--- config.mk ---
export PLATFORM = sky130hd
export DESIGN_NAME = if_fetch_stage
export DESIGN_NICKNAME = d
export VERILOG_FILES = /design/src/rtl/if_fetch_stage_pkg.sv /design/src/rtl/if_fetch_stage_if_id_reg.sv /design/src/rtl/if_fetch_stage.sv
export SDC_FILE = /design/constraint.sdc
export NUM_CORES = 1
export LEC_CHECK = 0
export BUFFER_PORTS_ARGS = -buffer_cell sky130_fd_sc_hd__buf_2
export CAP_MARGIN = 20
export CORE_ASPECT_RATIO = 0.75
export CORE_MARGIN = 2
export CORE_UTILIZATION = 61
export CTS_BUF_LIST = sky130_fd_sc_hd__clkbuf_16
export CTS_CLUSTER_DIAMETER = 50
export DETAILED_ROUTE_END_ITERATION = 7
export GPL_TIMING_DRIVEN = 1
export PLACE_DENSITY = 0.85
export SYNTH_ARGS = -nofsm -noshare
export SYNTH_HDL_FRONTEND = slang
export SYNTH_HIERARCHICAL = 1
export SYNTH_SLANG_ARGS = --single-unit
--- constraint.sdc ---
create_clock -name clk -period 6.7 [get_ports clk]
set_clock_uncertainty 0.05 [all_clocks]
set_input_delay 0.67 -clock clk [delete_from_list [all_inputs] [get_ports clk]]
set_output_delay 0.67 -clock clk [all_outputs]
set_load 0.005 [all_outputs]
--- src/rtl/if_fetch_stage_pkg.sv ---
// Shared types and constants for the instruction-fetch stage.
package if_fetch_stage_pkg;

    typedef enum logic [1:0] {
        BOOT = 2'd0,
        REQ  = 2'd1,
        WAIT = 2'd2,
        HOLD = 2'd3
    } fetch_state_t;

    localparam logic [31:0] RESET_PC_DEF = 32'h0000_0000;
    localparam logic [31:0] PC_INC       = 32'd1;

endpackage

--- src/rtl/if_fetch_stage_if_id_reg.sv ---
// IF/ID pipeline register: {valid, pc, instr}.
// Priority is flush, then load, then stall (hold); otherwise a bubble is inserted.
module if_id_reg #(
    parameter int PC_W = 32
) (
    input  logic            clk_i,
    input  logic            rst_ni,
    input  logic            load_i,
    input  logic            stall_i,
    input  logic            flush_i,
    input  logic [PC_W-1:0] pc_i,
    input  logic [31:0]     instr_i,
    output logic            valid_o,
    output logic [PC_W-1:0] pc_o,
    output logic [31:0]     instr_o
);

    logic            valid_q, valid_d;
    logic [PC_W-1:0] pc_q, pc_d;
    logic [31:0]     instr_q, instr_d;

    // Next-state selection for the pipeline register.
    always_comb begin
        valid_d = valid_q;
        pc_d    = pc_q;
        instr_d = instr_q;
        if (flush_i) begin
            valid_d = 1'b0;
        end else if (load_i) begin
            valid_d = 1'b1;
            pc_d    = pc_i;
            instr_d = instr_i;
        end else if (stall_i) begin
            valid_d = valid_q;
        end else begin
            valid_d = 1'b0;
        end
    end

    // Register update.
    always_ff @(posedge clk_i or negedge rst_ni) begin
        if (!rst_ni) begin
            valid_q <= 1'b0;
            pc_q    <= '0;
            instr_q <= 32'h0000_0000;
        end else begin
            valid_q <= valid_d;
            pc_q    <= pc_d;
            instr_q <= instr_d;
        end
    end

    assign valid_o = valid_q;
    assign pc_o    = pc_q;
    assign instr_o = instr_q;

endmodule

--- src/rtl/if_fetch_stage.sv ---
// Instruction-fetch stage: owns the PC, issues one outstanding word read at a
// time, and feeds the IF/ID register with stall (skid buffer) and redirect.
module if_fetch_stage
    import if_fetch_stage_pkg::*;
#(
    parameter logic [31:0] RESET_PC = RESET_PC_DEF,
    parameter int          PC_W     = 32
) (
    input  logic            clk,
    input  logic            rst_n,
    input  logic [PC_W-1:0] bj_target,
    input  logic            pc_bj,
    input  logic            stall,
    output logic            imem_req,
    output logic [PC_W-1:0] imem_addr,
    input  logic            imem_ready,
    input  logic            imem_rvalid,
    input  logic [31:0]     imem_rdata,
    output logic            id_valid,
    output logic [PC_W-1:0] id_pc,
    output logic [31:0]     id_instr
);

    fetch_state_t    state_q, state_d;
    logic [PC_W-1:0] pc_q, pc_d;
    logic [PC_W-1:0] inflight_pc_q, inflight_pc_d;
    logic            drop_q, drop_d;
    logic [PC_W-1:0] skid_pc_q, skid_pc_d;
    logic [31:0]     skid_instr_q, skid_instr_d;

    logic            id_load_s;
    logic            id_flush_s;
    logic [PC_W-1:0] id_pc_in_s;
    logic [31:0]     id_instr_in_s;
    logic [PC_W-1:0] seq_pc_s;

    assign seq_pc_s = inflight_pc_q + PC_W'(PC_INC);

    // Fetch FSM: next state, PC, drop flag, skid buffer and IF/ID load controls.
    always_comb begin
        state_d       = state_q;
        pc_d          = pc_q;
        inflight_pc_d = inflight_pc_q;
        drop_d        = drop_q;
        skid_pc_d     = skid_pc_q;
        skid_instr_d  = skid_instr_q;
        id_load_s     = 1'b0;
        id_flush_s    = 1'b0;
        id_pc_in_s    = inflight_pc_q;
        id_instr_in_s = imem_rdata;
        case (state_q)
            BOOT: begin
                state_d = REQ;
            end
            REQ: begin
                if (imem_ready) begin
                    inflight_pc_d = pc_q;
                    state_d       = WAIT;
                end else begin
                    state_d = REQ;
                end
                if (pc_bj) begin
                    pc_d       = bj_target;
                    id_flush_s = 1'b1;
                    // The old-address request already left; its reply must be discarded.
                    drop_d     = imem_ready;
                end else begin
                    pc_d = pc_q;
                end
            end
            WAIT: begin
                if (pc_bj) begin
                    pc_d       = bj_target;
                    id_flush_s = 1'b1;
                    if (imem_rvalid) begin
                        drop_d  = 1'b0;
                        state_d = REQ;
                    end else begin
                        drop_d = 1'b1;
                    end
                end else if (imem_rvalid) begin
                    if (drop_q) begin
                        drop_d  = 1'b0;
                        state_d = REQ;
                    end else if (!stall || !id_valid) begin
                        id_load_s = 1'b1;
                        pc_d      = seq_pc_s;
                        state_d   = REQ;
                    end else begin
                        skid_pc_d    = inflight_pc_q;
                        skid_instr_d = imem_rdata;
                        state_d      = HOLD;
                    end
                end else begin
                    state_d = WAIT;
                end
            end
            HOLD: begin
                id_pc_in_s    = skid_pc_q;
                id_instr_in_s = skid_instr_q;
                if (pc_bj) begin
                    pc_d       = bj_target;
                    id_flush_s = 1'b1;
                    state_d    = REQ;
                end else if (!stall) begin
                    id_load_s = 1'b1;
                    pc_d      = seq_pc_s;
                    state_d   = REQ;
                end else begin
                    state_d = HOLD;
                end
            end
            default: begin
                state_d = BOOT;
            end
        endcase
    end

    // State, PC and skid buffer registers.
    always_ff @(posedge clk or negedge rst_n) begin
        if (!rst_n) begin
            state_q       <= BOOT;
            pc_q          <= PC_W'(RESET_PC);
            inflight_pc_q <= PC_W'(RESET_PC);
            drop_q        <= 1'b0;
            skid_pc_q     <= '0;
            skid_instr_q  <= 32'h0000_0000;
        end else begin
            state_q       <= state_d;
            pc_q          <= pc_d;
            inflight_pc_q <= inflight_pc_d;
            drop_q        <= drop_d;
            skid_pc_q     <= skid_pc_d;
            skid_instr_q  <= skid_instr_d;
        end
    end

    assign imem_req  = (state_q == REQ);
    assign imem_addr = pc_q;

    if_id_reg #(
        .PC_W (PC_W)
    ) u_if_id_reg (
        .clk_i   (clk),
        .rst_ni  (rst_n),
        .load_i  (id_load_s),
        .stall_i (stall),
        .flush_i (id_flush_s),
        .pc_i    (id_pc_in_s),
        .instr_i (id_instr_in_s),
        .valid_o (id_valid),
        .pc_o    (id_pc),
        .instr_o (id_instr)
    );

endmodule

==> flow_summary.toml, run 1 <==
[cts]
cts_sinks = 196
cts_buffer_depth = 2
hold_buffers = 0
cts_tree = "done"
cts_setup_buffers = 0
insertion_delay_ns = 0.42
cts-htree-levels = 4
cts-root-buf = "clkbuf_16"
clk_pin_slew_ns = 0.07
cts_resized = 0
cts_made_buffers = 17

[route]
ant_nets = 0
vias = 6320
drc_errors = 0
vias_per_cell = 5.80
drt_iter0_drc = 509
wire_per_inst_um = 19.4
wirelength_um = 21100
drt-pass1-iter-count = 5

[layout]
multi_input_area_um2 = 4190
syn_to_final_growth_pct = 15.4
seqCellArea_um2 = 4900
diodes = 0
fillers = 1036
layoutNonFillerInstCount = 1090
drive_gt1_share_pct = 49.2
nets = 945

[floorplanning]
die_h_um = 112
die-area_um2 = 16500
start_util_pct = 62.0
coreArea_um2 = 15200
die_w_um = 147
ioPinCount = 168
rows = 39

[sta]
drv_slew = 0
finalCriticalPeriod_ns = 3.55
worst_slack_ns = 3.15
slew_headroom_pct = 27.1
setup_viol = 0
final_hold_viol_count = 0
setup_tns_ns = 0
fin_hold_ws_ns = 0.203
max_clock_freq_mhz = 282
rsz0062_at_grt = "false"
worst_slew_pin_slew_ns = 1.09
finalCritPeriodShare_pct = 52.9

[pwr]
intPower_uw = 3120
p_switching_uw = 1610
pwr-share-seq_pct = 42.8
clock_power_share_pct = 20.4
power_frac_comb_pct = 36.9
power.density_nw_per_um2 = 435
ir_drop_v = 0.000206
p_sw_share_pct = 34.0
power.leakage_uw = 0.00525

[critical_path]
arrival_ns = 3.81
cp.required_ns = 6.96
crit_type = "register to register"
cp-start-kind = "register"
worst_setup_path_end_kind = "register"
cp_max_fo = 49

[logic_synthesis]
yosys-top-cells-area = "dfrtp_1 (52%), mux2_2 (19%), mux2_4 (9.6%), nand2_1 (1.8%), buf_12 (1.5%)"
netlist_instances = 726
synth_xor_area_share_pct = 2.23
netlist_area_um2 = 9410
muxShareOfSynthArea_pct = 29.0
yosysUniqueCellTypes = 49
synth_commonest_cells = "dfrtp_1 (196), mux2_2 (160), mux2_4 (60)"
synth_top_family_by_area = "multiplexers"
yosys_warnings = 6
ys_seq_elements = 196
synth_fa_ha_area_share_pct = 0.133
synth_edf_count = 0
synth-main-ff-cell = "dfrtp_1"
avgSynthCellArea_um2 = 13.0
synthSimpleGateAreaFrac_pct = 8.15
yosysMostFrequentCell = "dfrtp_1"
synth_seq_area_share_pct = 52.1
async_flop_share_pct = 100
netlist.area_leader.share_pct = 52.1
synth_compound_area_share_pct = 4.74
syn_nets = 797
synth_top_cell_by_area = "dfrtp_1"

[placed_design]
place.gp.congestion = 0.920
place_inst = 1058
io_buffers = 167
place_ws_ns = 2.74
dp_hpwl_um = 13900

[grt]
grt_max_degree = 73
grt_antenna_before_repair = 0
grt_pass1_vias = 6412
grt-ovfl-total = 0
grt_pass1_wl_um = 34400
grt_usage_pct = 26.8

[flow_run]
cap_violations = 0

[hold_path]
min_path_type = "primary input to async pin"

[outcome]
run_status = "completed"
-- per-stage QoR --
step	power [µW]	area (µm²)	utilization, %
global placement	3690	10300	67.9
detailed placement	3750	10300	67.9
finish	4730	10900	71.6
global route	5020	10900	71.6
floorplan	3130	9410	-
CTS	4740	10900	71.5
-- final timing paths --
kind                                      startpoint                             endpoint  slack (ns)  depth (start not counted)
setup / recovery              state_q[1]$_DFFE_PN0P_     u_if_id_reg/pc_o[29]$_DFFE_PN0P_        3.15                          8
setup reg to reg              state_q[1]$_DFFE_PN0P_     u_if_id_reg/pc_o[29]$_DFFE_PN0P_        3.15                          8
min in group clk                          imem_ready               state_q[0]$_DFFE_PN0P_        0.43                          2
max in group asynchronous                      rst_n  u_if_id_reg/instr_o[11]$_DFFE_PN0P_        5.13                          2
hold / removal                                 rst_n        inflight_pc_q[11]$_DFFE_PN0P_        0.20                          1
hold reg to reg            skid_pc_q[12]$_DFFE_PN0P_            skid_pc_q[12]$_DFFE_PN0P_        0.44                          2
-- sequential cells by signal (all words and copies together) (netlist names) --
name	cells
u_if_id_reg/instr_o	32
inflight_pc_q	32
state_q	2
drop_q	1
imem_addr	32
skid_instr_q	32
u_if_id_reg/valid_o	1
skid_pc_q	32
u_if_id_reg/pc_o	32
-- logic make-up after synthesis --
logic type | count (synthesis)
xor gates and xnor gates | 24
and+or+nand+nor | 151
AOI/OAI and AO/OA | 74
buffers and inverters | 57
DFF | 196
adders and majority gates | 1
muxes | 223
-- cell usage in the layout, fill, tap and decap left out, types with 5 or more instances in the layout --
cell / synthesis / final
clkbuf_16: 0 / 17
xor2_1: 13 / 13
nor4_1: 10 / 10
nor2b_1: 5 / 5
mux2_4: 60 / 60
inv_1: 8 / 9
a21oi_1: 19 / 19
nor2_1: 30 / 30
and3_1: 8 / 8
nor3_1: 7 / 7
xnor2_1: 11 / 11
nand2_1: 44 / 43
buf_4: 0 / 9
o21ai_0: 23 / 23
nand3_1: 16 / 16
o22ai_1: 8 / 8
o211ai_1: 6 / 6
nand4_1: 12 / 12
dfrtp_1: 196 / 196
buf_2: 4 / 167
mux2_2: 160 / 160
-- per-layer routing --
metal  vias up  part of all wire (%)  global-route usage, %
met5         -                     0                      0
met2       236                    45                   40.9
met3        26                   7.1                   7.70
met4         0                   1.4                   6.41
met1      3171                    46                   38.6
li1       2887                     -                      -
-- power groups by stage --
stage / clock (µW) / sequential [µW] / combinational [µW]
3_3_place_gp: 0 / 2010 / 1680
5_1_grt: 1040 / 2080 / 1900
2_1_floorplan: 0 / 1890 / 1240
4_1_cts: 977 / 2010 / 1750
3_5_place_dp: 0 / 2020 / 1730
6_report: 963 / 2020 / 1740
-- final cells by class --
| class | instances | area share, % |
|---|---|---|
| flip-flops and latches | 196 | 45.1 |
| multi-input cells | 473 | 38.6 |
| inverters | 8 | 0.276 |
| clock buffers | 17 | 3.92 |
| repair buffers | 178 | 8.63 |
| clock inverters | 13 | 1.11 |
| well taps | 205 | 2.36 |
-- worst max-delay path, cell delays in order, from the launching register on --
cell	delay [ns]
dfrtp_1	0.52
nor2b_1	0.59
buf_4	0.29
o211ai_1	0.10
buf_4	0.23
inv_1	0.13
nor2b_4	0.65
buf_12	0.40
mux2_2	0.38
Power figures use the tool's default switching activity.
==> run 2, diff against run 1 <==
--- a/config.mk
+++ b/config.mk
@@ -5,16 +5,17 @@
 export SDC_FILE = /design/constraint.sdc
 export NUM_CORES = 1
 export LEC_CHECK = 0
+export ABC_AREA = 1
 export BUFFER_PORTS_ARGS = -buffer_cell sky130_fd_sc_hd__buf_2
 export CAP_MARGIN = 20
 export CORE_ASPECT_RATIO = 0.75
 export CORE_MARGIN = 2
-export CORE_UTILIZATION = 61
+export CORE_UTILIZATION = 56
 export CTS_BUF_LIST = sky130_fd_sc_hd__clkbuf_16
 export CTS_CLUSTER_DIAMETER = 50
 export DETAILED_ROUTE_END_ITERATION = 7
 export GPL_TIMING_DRIVEN = 1
-export PLACE_DENSITY = 0.85
+export PLACE_DENSITY = 0.79
 export SYNTH_ARGS = -nofsm -noshare
 export SYNTH_HDL_FRONTEND = slang
 export SYNTH_HIERARCHICAL = 1
==> constraint.sdc (replaced) <==
create_clock -name clk -period 3.68 [get_ports clk]
set_clock_uncertainty 0.05 [all_clocks]
set_input_delay 0.368 -clock clk [delete_from_list [all_inputs] [get_ports clk]]
set_output_delay 0.368 -clock clk [all_outputs]
set_load 0.005 [all_outputs]
==> run 2 against run 1 <==
  * The run now ends with hold timing left
  * Critical path depth unchanged
  * Cell area is essentially flat
  * Final cell count is 48% higher
  * Combinational power is 76% higher
  * Synthesized area up 0.12%
  * Core utilization decreased by 6.4 points
  * Highest routed layer unchanged
==> flow_summary.toml, run 2 <==
[sta]
setup_viol = 0
rsz0062_at_grt = "false"
setup_tns_ns = 0
drv_slew = 0
final_hold_viol_count = 20
finalCriticalPeriod_ns = 2.49
worst_slew_pin_slew_ns = 1.08
slew_headroom_pct = 28.2
fin_hold_ws_ns = -0.0284
finalCritPeriodShare_pct = 67.6
max_clock_freq_mhz = 402

[cts]
cts_sinks = 196
hold_buffers = 0
cts_resized = 0
cts_buffer_depth = 2
insertion_delay_ns = 0.43
cts_setup_buffers = 0
cts-htree-levels = 4
cts_made_buffers = 17
clk_pin_slew_ns = 0.07
cts-root-buf = "clkbuf_16"
cts_tree = "done"

[layout]
drive_gt1_share_pct = 15.8
syn_to_final_growth_pct = 15.3
layout.cells.most_common = "nand2_1"
fillers = 1456
multi_input_area_um2 = 3860
seqCellArea_um2 = 4900
diodes = 0
final_cell_mix = "nand2_1 (470), dfrtp_1 (196), buf_2 (166)"
nets = 1460

[floorplanning]
rows = 41
die_h_um = 116
die-area_um2 = 17900
start_util_pct = 56.5
coreArea_um2 = 16700
die_w_um = 154
ioPinCount = 168

[logic_synthesis]
netlist_area_um2 = 9430
synth_xor_area_share_pct = 0.186
netlist.area_leader.share_pct = 52.0
synth_compound_area_share_pct = 10.2
muxShareOfSynthArea_pct = 0
synth_top_family_by_area = "simple AND/OR/NAND/NOR gates"
yosys_warnings = 6
synth_edf_count = 0
synthSimpleGateAreaFrac_pct = 30.1
avgSynthCellArea_um2 = 7.49
yosysUniqueCellTypes = 22
yosys-top-cells-area = "dfrtp_1 (52%), nand2_1 (19%), nand3_1 (5.9%), nor2_1 (5.0%), o21ai_0 (4.7%)"
synth_fa_ha_area_share_pct = 0.133
ys_seq_elements = 196
synth_commonest_cells = "nand2_1 (472), dfrtp_1 (196), nor2_1 (126)"
netlist_instances = 1259
synth_top_cell_by_area = "dfrtp_1"
synth-main-ff-cell = "dfrtp_1"
async_flop_share_pct = 100
yosysMostFrequentCell = "nand2_1"
syn_nets = 1330
synth_seq_area_share_pct = 52.0

[pwr]
power.leakage_uw = 0.00570
power.density_nw_per_um2 = 759
total_power_uw = 8250
ir_drop_v = 0.000385

[critical_path]
worst_setup_path_end_kind = "register"
cp_max_fo = 86
cp-start-kind = "register"
arrival_ns = 2.75
cp.required_ns = 3.94
crit_type = "register to register"

[route]
drt-pass1-iter-count = 7
drt_iter0_drc = 908
vias = 8621
drc_errors = 0
wirelength_um = 24300
ant_nets = 0
vias_per_cell = 5.33
wire_per_inst_um = 15.0

[hold_path]
min_path_type = "primary input to async pin"

[placed_design]
io_buffers = 167
dp_hpwl_um = 16800
place.gp.congestion = 0.952

[outcome]
run_status = "finished, violations left"
violations = "hold timing"

[grt]
grt-ovfl-total = 0
grt_max_degree = 129
grt_pass1_vias = 7850
grt_antenna_before_repair = 0
grt_usage_pct = 28.5
grt_pass1_wl_um = 40100

[flow_run]
cap_violations = 0
-- run 2: cell count changes after synthesis, sizes merged, moves of 10 or more --
| cell | previous run | this run |
|---|---|---|
| a21oi | 19 | 31 |
| buf | 17 | 49 |
| clkbuf | 32 | 20 |
| inv | 8 | 86 |
| mux2 | 220 | 0 |
| nand2 | 44 | 472 |
| nand3 | 17 | 111 |
| nand4 | 12 | 2 |
| nor2 | 30 | 129 |
| nor4 | 10 | 0 |
| o21ai | 23 | 158 |
| xnor2 | 11 | 1 |
| xor2 | 13 | 1 |
-- run 2: layer usage --
metal / up-vias / track usage (%) / wire length, µm
li1: 4241 / - / -
met1: 4015 / 43.1 / 11500
met2: 344 / 41.4 / 10400
met3: 21 / 7.09 / 2160
met4: 0 / 7.10 / 254
met5: - / 0 / 0
-- run 2: worst paths after layout --
kind                                                 endpoint  slack [ns]  depth (start not counted)                             start
max                              skid_instr_q[23]$_DFFE_PN0P_        1.19                          8            state_q[1]$_DFFE_PN0P_
max reg2reg                      skid_instr_q[23]$_DFFE_PN0P_        1.19                          8            state_q[1]$_DFFE_PN0P_
min reg2reg                  u_if_id_reg/pc_o[25]$_DFFE_PN0P_        0.41                          2  u_if_id_reg/pc_o[25]$_DFFE_PN0P_
max in group asynchronous        skid_instr_q[24]$_DFFE_PN0P_        2.75                          2                             rst_n
min                        u_if_id_reg/instr_o[9]$_DFFE_PN0P_       -0.03                          1                             rst_n
min in group clk                 skid_instr_q[15]$_DFFE_PN0P_        0.14                          3                    imem_rdata[15]
-- run 2: area by class of cell --
cell class | instances | area share [%]
Clock buffer | 17 | 3.91
Timing Repair Buffer | 180 | 8.79
Multi-Input combinational cell | 908 | 35.5
Sequential cell | 196 | 45.1
Clock inverter | 14 | 1.17
Inverter | 86 | 2.97
Tap cell | 215 | 2.48
-- run 2: kinds of logic (layout without fill, tap and decap cells) --
family,count (synthesis),count (layout)
and+or+nand+nor,714,714
AOI/OAI and AO/OA,191,191
xor gates and xnor gates,2,2
adders and majority gates,1,1
buffers and inverters,155,297
DFF,196,196
-- run 2: power by group --
| group | total (µW) | leakage (µW) | internal, µW | switching, µW |
|---|---|---|---|---|
| registers | 3410 | 0.00251 | 2860 | 548 |
| clock network | 1770 | 0.000259 | 936 | 839 |
| logic | 3060 | 0.00293 | 1040 | 2020 |
| total | 8250 | 0.00570 | 4840 | 3410 |
-- run 2: metrics by stage --
step | setup WS, ns | std cells | cell area, µm² | hold slack [ns] | util [%]
floorplan | 2.15 | 1259 | 9430 | 0.0224 | -
global placement | 1.23 | 1585 | 10300 | 0.399 | 61.9
detailed placement | 1.15 | 1585 | 10300 | 0.403 | 61.9
CTS | 1.22 | 1616 | 10900 | 0.0225 | 65.2
global route | 0.951 | 1616 | 10900 | 0.0371 | 65.2
finish | 1.19 | 1616 | 10900 | -0.0284 | 65.2
-- run 2: worst max-delay path, cell delays in order, from the launching register on --
cell	delay (ns)
dfrtp_1	0.39
inv_2	0.08
nor2_4	0.10
inv_2	0.13
nor2_2	0.20
nand3_4	0.70
buf_4	0.51
nand2_1	0.09
o21ai_1	0.08
==> run 3, diff against run 2 <==
==> constraint.sdc (replaced) <==
create_clock -name clk -period 2.3 [get_ports clk]
set_clock_uncertainty 0.05 [all_clocks]
set_input_delay 0.23 -clock clk [delete_from_list [all_inputs] [get_ports clk]]
set_output_delay 0.23 -clock clk [all_outputs]
set_load 0.005 [all_outputs]
==> run 3 against run 2 <==
  * First-iteration DRC count is 0.55% higher
  * Clock-buffer cell count stayed put
  * Highest routed layer unchanged
  * Worst hold slack better by 0.042 ns
  * Sequential power increased by 60%
  * Power grew 64%
  * Fmax is 27% higher
  * Largest power group unchanged
  * Flip-flop and latch count is the same
  * The flow now finishes without violations
  * Clock power up 70%
  * Register-to-register slack got worse by 0.85 ns
  * Via count up 1.8%
==> flow_summary.toml, run 3 (synthesized netlist as in run 2, its figures left out) <==
[critical_path]
arrival_ns = 2.25
r2r_cells = 10
worst_path_most_repeated_cell = "nand2_1"
crit_type = "register to register"
r2r-start = "inflight_pc_q[0]$_DFFE_PN0P_"
worst-r2r-setup-slack_ns = 0.34
cp.required_ns = 2.58
crit_chain = "ha_1 > nand2_1 > nor2_2 > nand3_1 > inv_1 > nand2_1 > nand2_1 > nand3_1 > nand2_1 > nand2_1"
cp_slowest_cell = "dfrtp_1"
cp-start-kind = "register"
worst_setup_path_end_kind = "register"
cp_max_fo = 6
rr_endpoint = "imem_addr[26]$_DFFE_PN0P_"
max_stage_delay_ns = 0.45

[pwr]
power.density_nw_per_um2 = 1210
ir_drop_v = 0.000735
power.leakage_uw = 0.00587

[grt]
grt_pass1_vias = 7904
grt_antenna_before_repair = 0
grt_usage_pct = 29.6
grt_pass1_wl_um = 41200
grt_max_degree = 129
grt-ovfl-total = 0

[floorplanning]
die-area_um2 = 17900
coreArea_um2 = 16700
die_h_um = 116
rows = 41
start_util_pct = 56.5
ioPinCount = 168
die_w_um = 154

[layout]
syn_to_final_growth_pct = 19.2
diodes = 0
nets = 1485
layout.cells.most_common = "nand2_1"
drive_gt1_share_pct = 16.1
final_cell_mix = "nand2_1 (470), dfrtp_1 (196), buf_2 (166)"

[cts]
cts_resized = 0
cts_buffer_depth = 2
cts_made_buffers = 17
cts_sinks = 196
cts-htree-levels = 4
clk_pin_slew_ns = 0.08
cts-root-buf = "clkbuf_16"
insertion_delay_ns = 0.44
cts_setup_buffers = 0
cts_tree = "done"

[outcome]
run_status = "completed"

[hold_path]
hold_end = "skid_instr_q[27]$_DFFE_PN0P_"
holdPathStages = 3
min-delay-start = "imem_rdata[27]"
min_path_type = "primary input to register"

[sta]
rsz0062_at_grt = "false"
setup_tns_ns = 0
worst_slew_pin_slew_ns = 0.570
fin_hold_ws_ns = 0.0137
setup_viol = 0
finalCriticalPeriod_ns = 1.96
max_clock_freq_mhz = 510
final_hold_viol_count = 0
slew_headroom_pct = 62.0
finalCritPeriodShare_pct = 85.3
drv_slew = 0

[placed_design]
place.gp.congestion = 0.919
io_buffers = 167
dp_hpwl_um = 17400

[route]
drt-pass1-iter-count = 6
drc_errors = 0
vias_per_cell = 5.35
drt_iter0_drc = 913
vias = 8780
wire_per_inst_um = 15.5
wirelength_um = 25400
ant_nets = 0

[flow_run]
cap_violations = 0
==> run 3: cell count changes in the layout (fill, tap and decap cells not counted), moves of 2 or more <==
cell / delta
buf_4: -2
clkinv_8: +2
clkinv_1: -2
clkinvlp_4: -2
dlygate4sd3_1: +20
buf_12: +7
==> run 3: power by group <==
part           switching, µW  internal [µW]  total, µW
clock                   1460           1540       3010
combinational           3310           1770       5080
sequential               891           4580       5470
==> run 3: layer usage <==
layer	global-route usage [%]	vias to the layer above	share of wire (%)
met1	45.0	4107	49
met3	6.35	31	7.7
met2	43.2	343	42
met5	0	-	0
li1	-	4299	-
met4	8.22	0	1.4
==> run 3: repair_timing <==
item                       in CTS  in global routing
hold buffers                   20                  0
setup endpoints to repair       0                  0
hold endpoints to repair       81                  0
==> run 3: layout make-up <==
type                            count  area, µm²
Clock buffer                       17        425
Clock inverter                     15        166
Fill cell                        1373       5440
Inverter                           86        323
Multi-Input combinational cell    908       3860
Sequential cell                   196       4900
Tap cell                          215        269
Timing Repair Buffer              205       1280
==> run 3: worst max path at each step <==
stage               cells past startpoint  slack, ns                         to                         start
finish                                 10       0.34  imem_addr[26]$_DFFE_PN0P_  inflight_pc_q[0]$_DFFE_PN0P_
CTS                                    10       0.39  imem_addr[26]$_DFFE_PN0P_  inflight_pc_q[0]$_DFFE_PN0P_
global route                           10       0.20  imem_addr[30]$_DFFE_PN0P_  inflight_pc_q[0]$_DFFE_PN0P_
floorplan                              10       0.77  imem_addr[30]$_DFFE_PN0P_  inflight_pc_q[0]$_DFFE_PN0P_
global placement                        8       0.47   imem_addr[5]$_DFFE_PN0P_        state_q[0]$_DFFE_PN0P_
detailed placement                     10       0.40  imem_addr[26]$_DFFE_PN0P_  inflight_pc_q[0]$_DFFE_PN0P_
==> run 3: critical path, delay by kind of cell (launching register included) <==
family,cells,cell delay [ns]
flops,1,0.45
simple gates,8,0.89
fa+ha+maj,1,0.25
buf+inv,1,0.21
==> run 3: per-stage QoR <==
stage               std cells  power [µW]  instance area, µm²  setup WS, ns  utilization, %
CTS                      1642       13500               11200         0.387            67.4
global placement         1590       10300               10400         0.470            62.6
global route             1642       14600               11200         0.195            67.4
detailed placement       1590       10500               10400         0.403            62.6
finish                   1642       13600               11200         0.338            67.4
floorplan                1259        8440                9430         0.771               -
